<file path="config.mk">
export PLATFORM = sky130hd
export DESIGN_NAME = vga_scan_driver
export DESIGN_NICKNAME = d
export VERILOG_FILES = /design/src/rtl/vga_scan_driver.sv
export SDC_FILE = /design/constraint.sdc
export NUM_CORES = 1
export LEC_CHECK = 0
export ABC_CLOCK_PERIOD_IN_PS = 4210
export BUFFER_PORTS_ARGS = -buffer_cell sky130_fd_sc_hd__buf_2
export CAP_MARGIN = 20
export CORE_MARGIN = 2
export CORE_UTILIZATION = 52
export DETAILED_ROUTE_END_ITERATION = 10
export GPL_ROUTABILITY_DRIVEN = 0
export PLACE_DENSITY = 0.94
export SLEW_MARGIN = 20
export SYNTH_ARGS = -nofsm -noshare
export SYNTH_HDL_FRONTEND = slang
export SYNTH_SLANG_ARGS = --single-unit
</file>
<file path="constraint.sdc">
create_clock -name VGA_Clk -period 4.21 [get_ports VGA_Clk]
set_input_delay 0.2105 -clock VGA_Clk [delete_from_list [all_inputs] [get_ports VGA_Clk]]
set_output_delay 0.2105 -clock VGA_Clk [all_outputs]
set_load 0.005 [all_outputs]
</file>
<file path="src/rtl/vga_scan_driver.sv">
`default_nettype none
// +----------------------------------------------------------------------------+
// | Module  : vga_scan_driver                                                  |
// | Brief   : Free-running VGA H/V scan counters feeding DrawX/DrawY to the    |
// |           colour mapper, with a one-stage output register that aligns      |
// |           sync, blank and the returned RGB onto the VGA pins.              |
// | Option  : VGA_TEST_PATTERN_EN adds test_mode and 8 vertical colour bars.   |
// | Rev     : 1.0  initial release                                             |
// +----------------------------------------------------------------------------+
module vga_scan_driver #(
  parameter int H_VISIBLE = 640,
  parameter int H_FP      = 16,
  parameter int H_SYNC    = 96,
  parameter int H_BP      = 48,
  parameter int V_VISIBLE = 480,
  parameter int V_FP      = 10,
  parameter int V_SYNC    = 2,
  parameter int V_BP      = 33
) (
  input  logic       VGA_Clk,
  input  logic       Reset_n,
`ifdef VGA_TEST_PATTERN_EN
  input  logic       test_mode,
`endif
  input  logic [7:0] Red,
  input  logic [7:0] Green,
  input  logic [7:0] Blue,
  output logic [9:0] DrawX,
  output logic [9:0] DrawY,
  output logic       frame_start,
  output logic       frame_clk,
  output logic       blank,
  output logic       VGA_HS,
  output logic       VGA_VS,
  output logic [7:0] VGA_R,
  output logic [7:0] VGA_G,
  output logic [7:0] VGA_B
);

  localparam int         C_H_TOTAL    = H_VISIBLE + H_FP + H_SYNC + H_BP;
  localparam int         C_V_TOTAL    = V_VISIBLE + V_FP + V_SYNC + V_BP;
  localparam logic [9:0] C_H_VIS      = 10'(H_VISIBLE);
  localparam logic [9:0] C_H_SYNC_ON  = 10'(H_VISIBLE + H_FP);
  localparam logic [9:0] C_H_SYNC_OFF = 10'(H_VISIBLE + H_FP + H_SYNC);
  localparam logic [9:0] C_H_LAST     = 10'(C_H_TOTAL - 1);
  localparam logic [9:0] C_V_VIS      = 10'(V_VISIBLE);
  localparam logic [9:0] C_V_SYNC_ON  = 10'(V_VISIBLE + V_FP);
  localparam logic [9:0] C_V_SYNC_OFF = 10'(V_VISIBLE + V_FP + V_SYNC);
  localparam logic [9:0] C_V_LAST     = 10'(C_V_TOTAL - 1);

  logic [9:0] h_cnt_q, h_cnt_d;
  logic [9:0] v_cnt_q, v_cnt_d;
  logic       vis, hs_n, vs_n;
  logic [7:0] pix_r, pix_g, pix_b;
  logic       blank_q, hs_q, vs_q;
  logic [7:0] r_q, g_q, b_q;

  // Next scan position: h wraps every line, v advances only on the h wrap.
  always_comb begin
    h_cnt_d = h_cnt_q + 10'd1;
    v_cnt_d = v_cnt_q;
    if (h_cnt_q == C_H_LAST) begin
      h_cnt_d = 10'd0;
      v_cnt_d = (v_cnt_q == C_V_LAST) ? 10'd0 : v_cnt_q + 10'd1;
    end
  end

  // Scan position registers; reset restarts the frame at (0,0) immediately.
  always_ff @(posedge VGA_Clk or negedge Reset_n) begin
    if (!Reset_n) begin
      h_cnt_q <= 10'd0;
      v_cnt_q <= 10'd0;
    end else begin
      h_cnt_q <= h_cnt_d;
      v_cnt_q <= v_cnt_d;
    end
  end

`ifdef VGA_TEST_PATTERN_EN
  logic [2:0] bar_idx;

  // Bar index = h / (H_VISIBLE/8), built from threshold compares instead of a divider.
  always_comb begin
    bar_idx = 3'd0;
    for (int k = 1; k < 8; k++) begin
      if (h_cnt_q >= 10'(k * (H_VISIBLE / 8))) bar_idx = 3'(k);
    end
  end
`endif

  // Decode timing for the current pixel and pick the colour source.
  always_comb begin
    vis   = (h_cnt_q < C_H_VIS) && (v_cnt_q < C_V_VIS);
    hs_n  = !((h_cnt_q >= C_H_SYNC_ON) && (h_cnt_q < C_H_SYNC_OFF));
    vs_n  = !((v_cnt_q >= C_V_SYNC_ON) && (v_cnt_q < C_V_SYNC_OFF));
    pix_r = Red;
    pix_g = Green;
    pix_b = Blue;
`ifdef VGA_TEST_PATTERN_EN
    if (test_mode) begin
      pix_r = {8{bar_idx[2]}};
      pix_g = {8{bar_idx[1]}};
      pix_b = {8{bar_idx[0]}};
    end
`endif
  end

  // Output stage: sync, blank and colour of one pixel land together, black when not visible.
  always_ff @(posedge VGA_Clk or negedge Reset_n) begin
    if (!Reset_n) begin
      blank_q <= 1'b0;
      hs_q    <= 1'b1;
      vs_q    <= 1'b1;
      r_q     <= 8'h00;
      g_q     <= 8'h00;
      b_q     <= 8'h00;
    end else begin
      blank_q <= vis;
      hs_q    <= hs_n;
      vs_q    <= vs_n;
      r_q     <= vis ? pix_r : 8'h00;
      g_q     <= vis ? pix_g : 8'h00;
      b_q     <= vis ? pix_b : 8'h00;
    end
  end

  assign DrawX       = h_cnt_q;
  assign DrawY       = v_cnt_q;
  assign frame_start = (h_cnt_q == 10'd0) && (v_cnt_q == 10'd0);
  assign frame_clk   = vs_q;
  assign blank       = blank_q;
  assign VGA_HS      = hs_q;
  assign VGA_VS      = vs_q;
  assign VGA_R       = r_q;
  assign VGA_G       = g_q;
  assign VGA_B       = b_q;

endmodule
`default_nettype wire

</file>
==> results.json <==
{
  "utilization_pct": 68.6,
  "synth_seq_area_share_pct": 60.5,
  "num_rows": 22,
  "synthArstFlopShare_pct": 100,
  "clock_sinks": 47,
  "layout.cells.non_filler": 289,
  "hold_class": "input port to async pin",
  "cp_top_family": "simple AND/OR/NAND/NOR gates",
  "synth_edf_count": 0,
  "start_kind": "flip-flop",
  "pwr-share-comb_pct": 4.5,
  "place_area_um2": 2350,
  "cp.buffers_inverters": 2,
  "gr-total-overflow": 0,
  "first_iter_violations": 88,
  "syn_area_per_cell_um2": 11.8,
  "grt.total_usage_pct": 20.4,
  "relSlewSlack_pct": 34.3,
  "critical_path.startpoint": "DrawX[0]",
  "synth_area_um2": 1950,
  "status": "completed",
  "yosysWarnings": 0,
  "numPortBuffers": 74,
  "cts_tree": "done",
  "cts_resized": 0,
  "ctsHoldBuffers": 0,
  "fin_area_um2": 2490,
  "rr_startpoint": "DrawX[0]",
  "final-hold-violation-count": 0,
  "peakVddDrop_uv": 304,
  "clk_pin_slew_ns": 0.09,
  "die_h_um": 65.2,
  "worst-path-stages": 5,
  "cts_max_level": 2,
  "remaining_drc_errors": 0,
  "dpl.hpwl_um": 2840,
  "avgRoutedWirePerCell_um": 14.0,
  "pre_cts_ws_ns": 2.17,
  "antenna_found_initial": 0,
  "setup_viol": 0,
  "drtPass1Iterations": 4,
  "via_count": 1542,
  "placed_cells": 281,
  "p_int_mw": 0.720,
  "worstRegToRegCells": 5,
  "clk_latency_ns": 0.30,
  "rrSetupSlack_ns": 2.38,
  "dieArea_um2": 4250,
  "tightestPinTransition_ns": 0.985,
  "diodes": 0,
  "slew_viol_final": 0,
  "layout_commonest_cell": "buf_2",
  "pwr-share-clk_pct": 43.1,
  "die_w_um": 65.2,
  "grt_max_degree": 48,
  "crit_path_cell_trace": "inv_1 > ha_1 > or4b_2 > nor3_1 > buf_2",
  "cp.arrival_ns": 1.89,
  "p_switching_mw": 0.167,
  "root_buffer": "clkbuf_8",
  "setup_tns_ns": 0,
  "rsz0062_at_grt": "false",
  "synth_largest_area_cell": "dfrtp_1",
  "pwr-share-seq_pct": 52.5,
  "fin_nets": 270,
  "grt_pass1_wl_um": 6580,
  "swShare_pct": 18.8,
  "cp.required_ns": 4.00,
  "cts_buffer_depth": 2,
  "start_util_pct": 53.6,
  "power_density_nw_per_um2": 356,
  "synth_cell_types": 38,
  "core-area_um2": 3630,
  "synth_top_area_share_pct": 57.8,
  "netlist_instances": 165,
  "fin_hold_ws_ns": 0.0710,
  "area_growth_pct": 27.9,
  "finClkSkew_ns": 0.00962,
  "max_stage_delay_ns": 0.58,
  "leakage_nw": 1.26,
  "cap_violations": 0,
  "cts_setup_buffers": 0,
  "synth-seq-cells": 47,
  "first_global_vias": 1491,
  "critPathKind": "flip-flop to output port",
  "layout_setup_ws_ns": 2.11,
  "fmax_mhz": 477,
  "synthesis.nets": 195,
  "period_share_pct": 49.8,
  "drive_gt1_share_pct": 39.8,
  "endpoint_kind": "output port",
  "path_max_fanout": 6,
  "synthTopCellsByArea": "dfrtp_1 58%, and2_1 8.3%, dfstp_2 2.7%",
  "io_pins": 75,
  "finalPower_mw": 0.887,
  "endpoint": "frame_start",
  "ys.flop_type": "dfrtp_1",
  "ant_nets": 0,
  "final_cell_mix": "74 x buf_2, 45 x dfrtp_1, 26 x and2_1",
  "finalCriticalPeriod_ns": 2.10,
  "reg2reg_to": "DrawY[9]",
  "nFillCells": 309,
  "via_per_inst": 5.34,
  "critPathSlowestCell": "or4b_2",
  "routed_wl_um": 4030,
  "cts_buffers": 5
}
==> layout make-up <==
type / instances / area, um^2 / area share, %
flip-flops and latches: 47 / 1180 / 47.3
multi-input cells: 108 / 731 / 29.3
repair buffers: 74 / 370 / 14.9
clock buffers: 5 / 68.8 / 2.76
clock inverters: 3 / 67.6 / 2.71
well taps: 48 / 60.1 / 2.41
inverters: 4 / 15.0 / 0.603
==> worst min path at each step <==
stage               slack [ns]  cells after the start     from  endpoint
finish                    0.07                      1  Reset_n  DrawY[4]
global route              0.11                      2  Blue[6]  VGA_B[6]
CTS                        0.1                      1  Reset_n  DrawY[9]
detailed placement        0.42                      2   Red[5]  VGA_R[5]
global placement          0.42                      1  Reset_n  DrawY[9]
floorplan                -0.09                      0  Reset_n  DrawX[0]
==> power groups by stage <==
stage	sequential, mW	combinational [mW]	clock (mW)
floorplan	0.477	0.00735	0
global placement	0.474	0.0399	0
detailed placement	0.474	0.0408	0
CTS	0.466	0.0407	0.390
global route	0.467	0.0450	0.408
finish	0.465	0.0395	0.382
==> synthesized netlist by cell type, types with 2 or more instances <==
| master | instances |
|---|---|
| and3_2 | 3 |
| ha_1 | 4 |
| nand2_1 | 9 |
| nor2_1 | 8 |
| o21a_1 | 2 |
| nor3_1 | 4 |
| nand3_1 | 6 |
| dfrtp_1 | 45 |
| clkbuf_1 | 2 |
| and3_1 | 5 |
| and2_1 | 26 |
| xor2_1 | 6 |
| a21oi_1 | 3 |
| nor4_1 | 3 |
| or4_1 | 2 |
| buf_2 | 3 |
| xnor2_1 | 4 |
| dfstp_2 | 2 |
| nand4_1 | 4 |
| inv_1 | 4 |
| o21ai_0 | 3 |
==> registers in the layout, summed over array words and instances (netlist names) <==
register and count:
blank 1, VGA_HS 1, VGA_R 8, DrawY 10
DrawX 10, VGA_B 8, VGA_G 8, VGA_VS 1
==> logic make-up after synthesis <==
kind of cell               count (synthesis)  synth area share [%]
AOI/OAI and AO/OA                         15                  5.20
xor gates and xnor gates                  10                  4.50
adders and majority gates                  4                  2.57
buffers and inverters                     10                  2.31
DFF                                       47                  60.5
muxes                                      1                 0.578
and+or+nand+nor                           78                  24.3
==> worst reg2reg max path, delay by kind of cell, from the launching register on <==
| kind | cells | cell delay, ns |
|---|---|---|
| AOI/OAI and AO/OA | 1 | 0.16 |
| adders and majority gates | 1 | 0.26 |
| and+or+nand+nor | 3 | 0.90 |
| DFF | 1 | 0.43 |
==> routing by layer <==
layer  vias to the layer above  share of wire (%)  track usage, %
met5                         -                  0               0
met4                         0                2.6            10.9
met3                        12                7.8            5.31
met2                        87                 51            34.4
met1                       733                 39            23.8
li1                        710                  -               -
Power figures use the tool's default switching activity.
